==> src/rtl/instr_fetch_unit.sv <==
// Instruction fetch front end: PC, imem handshake, held instruction.
// Two-state FSM (FETCH/HOLD) with redirect flush and accept counter.
module instr_fetch_unit #(
  parameter logic [31:0] RESET_PC  = 32'h0000_0000,
  parameter logic [31:0] NOP_INSTR = 32'h0000_0013
) (
  input  logic        clk,
  input  logic        rst,
  output logic        imem_req,
  output logic [31:0] imem_addr,
  input  logic        imem_ready,
  input  logic [31:0] imem_rdata,
  input  logic        stall,
  input  logic        redirect_valid,
  input  logic [31:0] redirect_pc,
  output logic        instr_valid,
  output logic [31:0] instr,
  output logic [31:0] instr_pc,
  output logic [6:0]  op,
  output logic [2:0]  funct3,
  output logic [6:0]  funct7,
  output logic [4:0]  rd,
  output logic [4:0]  rs1,
  output logic [4:0]  rs2,
  output logic [31:0] fetch_count
);

  typedef enum logic {
    FETCH,
    HOLD
  } state_t;

  state_t      state, state_n;
  logic [31:0] pc, pc_n;
  logic [31:0] instr_n;
  logic [31:0] instr_pc_n;
  logic        instr_valid_n;
  logic [31:0] fetch_count_n;

  // Request depends on state only; reset masks it so memory sees no request.
  assign imem_req  = (state == FETCH) && !rst;
  assign imem_addr = pc;

  // Decode slices; instr is NOP whenever nothing is held.
  assign op     = instr[6:0];
  assign rd     = instr[11:7];
  assign funct3 = instr[14:12];
  assign rs1    = instr[19:15];
  assign rs2    = instr[24:20];
  assign funct7 = instr[31:25];

  // Next-state logic: redirect wins, then fetch capture or accept.
  always_comb begin
    state_n       = state;
    pc_n          = pc;
    instr_n       = instr;
    instr_pc_n    = instr_pc;
    instr_valid_n = instr_valid;
    fetch_count_n = fetch_count;
    if (redirect_valid) begin
      pc_n          = redirect_pc & ~32'h3;
      instr_n       = NOP_INSTR;
      instr_valid_n = 1'b0;
      state_n       = FETCH;
    end else begin
      unique case (state)
        FETCH: begin
          if (imem_ready) begin
            instr_n       = imem_rdata;
            instr_pc_n    = pc;
            pc_n          = pc + 32'd4;
            instr_valid_n = 1'b1;
            state_n       = HOLD;
          end
        end
        HOLD: begin
          if (!stall) begin
            instr_n       = NOP_INSTR;
            instr_valid_n = 1'b0;
            fetch_count_n = fetch_count + 32'd1;
            state_n       = FETCH;
          end
        end
        default: state_n = FETCH;
      endcase
    end
  end

  // State and datapath registers with asynchronous reset.
  always_ff @(posedge clk or posedge rst) begin
    if (rst) begin
      state       <= FETCH;
      pc          <= RESET_PC;
      instr       <= NOP_INSTR;
      instr_pc    <= 32'h0;
      instr_valid <= 1'b0;
      fetch_count <= 32'h0;
    end else begin
      state       <= state_n;
      pc          <= pc_n;
      instr       <= instr_n;
      instr_pc    <= instr_pc_n;
      instr_valid <= instr_valid_n;
      fetch_count <= fetch_count_n;
    end
  end

endmodule
==> config.mk <==
export PLATFORM = sky130hd
export DESIGN_NAME = instr_fetch_unit
export DESIGN_NICKNAME = d
export VERILOG_FILES = /design/src/rtl/instr_fetch_unit.sv
export SDC_FILE = /design/constraint.sdc
export NUM_CORES = 1
export LEC_CHECK = 0
export BUFFER_PORTS_ARGS = -buffer_cell sky130_fd_sc_hd__buf_4
export CORE_ASPECT_RATIO = 0.8
export CORE_MARGIN = 5
export CORE_UTILIZATION = 49
export CTS_CLUSTER_SIZE = 16
export DETAILED_ROUTE_END_ITERATION = 8
export GPL_ROUTABILITY_DRIVEN = 0
export PLACE_DENSITY = 0.81
export SYNTH_ARGS = -nofsm -noshare
export SYNTH_HDL_FRONTEND = slang
export SYNTH_SLANG_ARGS = --single-unit
==> constraint.sdc <==
create_clock -name clk -period 4.4 [get_ports clk]
set_clock_uncertainty 0.05 [all_clocks]
set_input_delay 0.22 -clock clk [delete_from_list [all_inputs] [get_ports clk]]
set_output_delay 0.22 -clock clk [all_outputs]
set_load 0.02 [all_outputs]
Yosys cells after proc, flatten, opt, wreduce, memory -nomap -nowiden
Index checks and enable logic that the tools add are counted.
{"block": "word_totals", "reg_bits": 130, "input_bits": 69, "wordCells": 36}
{"block": "classes", "addsub": 2, "eq_ne": 3, "mux": 15, "bitwise": 3, "reduce_logical": 7}
{"cell": "32-bit two-way mux", "n": 6}
{"cell": "32-bit case mux with 2 select lines", "n": 1}
{"cell": "32-bit by 1-bit adder with 32-bit output, second input constant", "n": 1}
{"cell": "32-bit by 3-bit adder with 32-bit output, second input constant", "n": 1}
{"cell": "1-bit two-way mux", "n": 6}
{"cell": "3-bit inequality test, second input constant", "n": 2}
{"cell": "3-bit AND reduction", "n": 2}
{"cell": "1-bit case mux with 2 select lines", "n": 2}
{"cell": "2-bit AND reduction", "n": 2}
{"cell": "1-bit inverter", "n": 3}
{"cell": "2-bit inequality test, second input constant", "n": 1}
{"cell": "2-bit nonzero test", "n": 1}
{"cell": "1-bit logical AND", "n": 1}
{"cell": "1-bit logical NOT", "n": 1}

Longest topological paths before layout
{"block": "depth", "word_depth": 4, "mapped_depth": 8, "depth_no_buf": 6}

Least setup slack after synthesis
No wires, ideal clock.
{"block": "synth_path", "path_type": "register to register", "from": "register pc[8], in the netlist imem_addr[8]", "to": "register pc[27], in the netlist imem_addr[27]", "setup_ps": 125, "arrival_ps": 1734, "required_ps": 4225, "slack_ps": 2491, "stages_incl_launch_ff": 6, "path_buffers": 0, "synth_period_minus_slack_ps": 1909, "path_cell_list": "dfrtp_1 > nand4_2 > nor4_4 > nand4_1 > xnor2_1 > mux2_2"}
{"block": "synth_via", "elab_chain_len": 4}
{"item": "start: declaration", "line_no": "34", "source": "logic [31:0] pc, pc_n;"}
{"item": "start signal: assignment", "line_no": "100", "source": "pc <= pc_n;"}
{"item": "32-bit by 3-bit adder with 32-bit output", "line_no": "71", "source": "pc_n = pc + 32'd4;"}
{"item": "32-bit two-way mux", "line_no": "68", "source": "if (imem_ready) begin"}
{"item": "32-bit two-way mux", "line_no": "66", "source": "unique case (state)"}
{"item": "32-bit two-way mux", "line_no": "60", "source": "if (redirect_valid) begin"}
Every way passes these cells. The select of a mux whose other input is x is not followed.
A chain may end at the register's enable or synchronous reset.

Worst setup path after layout
{"block": "layout_path", "from": "register state", "to": "register pc[27], in the netlist imem_addr[27]"}
{"block": "layout_via", "elab_chain_len": 2}
{"item": "start: declaration", "line_no": "33", "source": "state_t state, state_n;"}
{"item": "start signal: assignment", "line_no": "99", "source": "state <= state_n;"}
{"item": "2-bit inequality test (no source line)"}
{"item": "2-bit AND reduction (no source line)"}
Every way passes these cells.

==> key figures <==
Synth
  • Synthesized area: around 5900 µm²
  • Asr flop ratio synth: 1.000
  • Mux share of post-synthesis cell area: 0.005511
  • Yosys warnings: 0
  • Register bit total from synthesis: about 130
  • Post-Syn Instances: about 600
  • Synth unique cells: 46
  • Post-Synth Adder-Cell Area: 0.004239
  • EDFF count, synth: 0
  • Simple-Gate Fraction of Synth Area: 0.2219
  • Main flop type after synthesis: dfrtp_1
  • Sequential share of the synthesized area: 0.5348
  • Post-synthesis xor/xnor area fraction: 0.08733
  • Main combinational cell family by area after synthesis: simple AND/OR/NAND/NOR gates
  • Syn Area/Cell: about 9.7 µm²
  • Compound-Gate Fraction of Synth Area: 0.07206

Finish
  • Area grow syn2layout: 42.77%
  • # nets final: slightly above 900
  • Storage cell area: between 3000 and 4000 µm²
  • Antenna fix cells: 0
  • Fraction of layout cells with a size suffix above 1: 0.3271
  • Finished Cell Area: between 8000 and 9000 µm²
  • Area of the multi-input gates: between 2000 and 2500 µm²
  • Fillers: around 820

Worst setup path
  • Critical path data required time: 4640 ps
  • Setup crit start: state
  • Reg2Reg Setup Slack: between 2000 and 2500 ps
  • Worst-path fanout max: 11
  • Worst r2r path cells: 5
  • FF-to-FF End: imem_addr[27]
  • CP Capture Point: imem_addr[27]
  • Crit path DAT: 2540 ps
  • Crit Path Class: reg -> reg
  • Critical R2R Launch: state
  • Startpoint types: flop
  • Setup crit end kind: flop

Placement
  • PortBufs: 224
  • Area post-placement: 7428 µm²
  • Post-DP HPWL: roughly 12 mm

Drt
  • Drt first pass iters: 5
  • DRC violation count after routing: 0
  • WL per Instance: between 15 and 20 µm
  • Drt initial violations: 295
  • Final wirelength: 17.20 mm
  • Via-to-Cell Ratio: between 5 and 6
  • ANT nets after route: 0
  • Via Count: 5224

Timing
  • Final hold violations: 0
  • Max-slew violations: 0
  • Crit path time final: 2297 ps
  • Slew at the pin closest to its max-slew limit: roughly 1100 ps
  • Final setup fails: 0
  • Setup_tns: 0 ps
  • Fmax: approximately 440 MHz
  • Final hold slack: roughly 6.3 ps
  • RSZ-0062 raised after global routing: no
  • Final period util: 0.5221
  • Max-slew headroom: 0.2816

CTS
  • Max Root-Sink Buffers: 2
  • CTS Root Cell: clkbuf_16
  • Clk sinks: between 100 and 150
  • Post-CTS setup buffer count: 0
  • TritonCTS clock tree: yes
  • CTS clk-pin slew, worst paths: roughly 50 ps
  • TritonCTS buffer count: 17
  • H-tree depth: 4
  • Worst skew pair latency: 410 ps

Pwr
  • Internal cell power: between 2000 and 2500 µW
  • Pwr dens: 416.5 nW/µm²
  • Net switching power: ~1000 µW
  • Leak: between 0.004 and 0.005 µW
  • Flop pwr share: 0.400
  • VDD IR max: around 0.00032 V
  • Clk pwr share: 0.398
  • Sw Share: 0.2934
  • Comb pwr share: 0.202

Global route
  • First-pass GRT wire length: ~28 mm
  • Total Routing Usage GR: 0.2468
  • GRT overflow: 0
  • Initial antenna violation count: 0
  • Pin count of the biggest net entering global routing: a little under 90
  • Number of global-route vias before repair: approximately 5400

Floorplanning
  • Area of the die: about 14000 µm²
  • Ports: about 230
  • Initial Util: 0.5068
  • Die height: between 100 and 150 µm
  • Core Rows: 35
  • Core area: 11650 µm²
  • Die Wd: roughly 130 µm

Job
  • Max_cap viols: 0

Min path
  • Worst Hold Class: in -> reg

Outcome
  • Outcome: complete, no violations
sequential cells by signal, indices dropped and copies added, names as in the netlist:
signal and count:
instr_valid 1, state 1, instr 32, fetch_count 32
imem_addr 30, instr_pc 30
through the flow:
| stage | power, µW | setup slack, ps | util | cells |
|---|---|---|---|---|
| after global routing | 3661 | 1779 | 0.7235 | 998 |
| final | 3510 | 2103 | 0.7235 | 998 |
| after detailed placement | 2095 | 2047 | 0.6377 | 926 |
| after CTS | 3529 | 2077 | 0.7235 | 998 |
| after floorplan | 1776 | 779.0 | - | 612 |
| after global placement | 2074 | 2151 | 0.6377 | 926 |
cell families after synthesis:
logic type | count (synthesis)
multiplexers | 3
flip-flops | 126
AO/OA/AOI/OAI | 70
XOR/XNOR | 58
AND/OR/NAND/NOR | 275
buffers and inverters | 74
other | 1
adder cells (fa/ha/maj) | 2
cells in the final DEF (no fill, tap or decap), types with 4 or more instances in the layout:
cell type and count:
a21oi_1 7, a22o_1 14, and3_1 8, and4_1 5, buf_4 228, clkbuf_16 17, clkinvlp_4 5, conb_1 4
dfrtp_1 123, dlygate4sd3_1 41, inv_1 11, nand2_1 168, nand3_1 23, nand4_1 20, nor2_1 23, nor3_1 4
nor4_1 4, o21ai_0 40, xnor2_1 30, xor2_1 27
worst min-delay path by stage:
stage / depth (start not counted) / end / slack, ps / startpoint
2_1_floorplan: 2 / imem_addr[10] / 290 / redirect_pc[10]
3_3_place_gp: 3 / imem_addr[16] / 380 / redirect_pc[16]
3_5_place_dp: 3 / imem_addr[8] / 380 / redirect_pc[8]
4_1_cts: 3 / imem_addr[16] / 3 / redirect_pc[16]
5_1_grt: 3 / instr[29] / 9 / imem_rdata[29]
6_report: 3 / imem_addr[16] / 6 / redirect_pc[16]
power by group through the flow:
stage / combinational, µW / clock, µW / sequential [µW]
after global routing: 764 / 1480 / 1420
after global placement: 667 / 0 / 1410
after detailed placement: 679 / 0 / 1420
after CTS: 712 / 1420 / 1400
final: 708 / 1400 / 1400
after floorplan: 245 / 0 / 1530
synthesized netlist by cell type (2+ instances only):
| master | instances | area [µm²] |
|---|---|---|
| o311ai_0 | 2 | 17.52 |
| nand4_2 | 3 | 37.54 |
| o21ai_1 | 2 | 10.01 |
| a22o_1 | 14 | 122.6 |
| xnor2_1 | 30 | 262.8 |
| buf_1 | 3 | 11.26 |
| nand4_1 | 20 | 125.1 |
| ha_1 | 2 | 25.02 |
| mux2_2 | 2 | 22.52 |
| buf_2 | 8 | 40.04 |
| a21oi_1 | 7 | 35.03 |
| dfrtp_1 | 123 | 3078 |
| buf_4 | 37 | 277.8 |
| dfstp_2 | 3 | 78.83 |
| nor4_1 | 4 | 25.02 |
| nor4_4 | 2 | 42.54 |
| and4_1 | 5 | 43.79 |
| nor3b_2 | 2 | 25.02 |
| inv_1 | 12 | 45.04 |
| nand3_1 | 23 | 115.1 |
| clkbuf_1 | 13 | 48.80 |
| nand2_1 | 168 | 630.6 |
| and3_1 | 8 | 50.05 |
| o221ai_1 | 3 | 26.28 |
| o21ai_0 | 40 | 200.2 |
| xor2_1 | 27 | 236.5 |
| nor3_1 | 4 | 20.02 |
| nor2_1 | 24 | 90.09 |
per-layer routing:
metal,share of wire,up-vias,track usage
met5,0,-,0
met4,0.025,0,0.09941
met2,0.50,245,0.4181
met1,0.39,2489,0.2919
li1,-,2452,-
met3,0.088,38,0.08419
critical path, cell delays in order (launching register included):
cell	delay, ps
dfrtp_1	480
nand2b_1	400
nor2_1	560
nand4_1	230
xnor2_1	180
mux2_2	280
what timing repair did:
| item | in CTS | in global routing |
|---|---|---|
| hold buffers | 41 | 0 |
| gates resized for setup | 0 | 0 |
| endpoints found under the hold margin | 41 | 0 |
cell type report:
type / instances / share of cell area
Inverter: 12 / 0.005641
Multi-Input combinational cell: 412 / 0.2761
Sequential cell: 126 / 0.3746
Clock inverter: 11 / 0.01692
Clock buffer: 20 / 0.05300
Timing Repair Buffer: 269 / 0.2518
Tap cell: 148 / 0.02197
(Power assumes the default switching activity.)
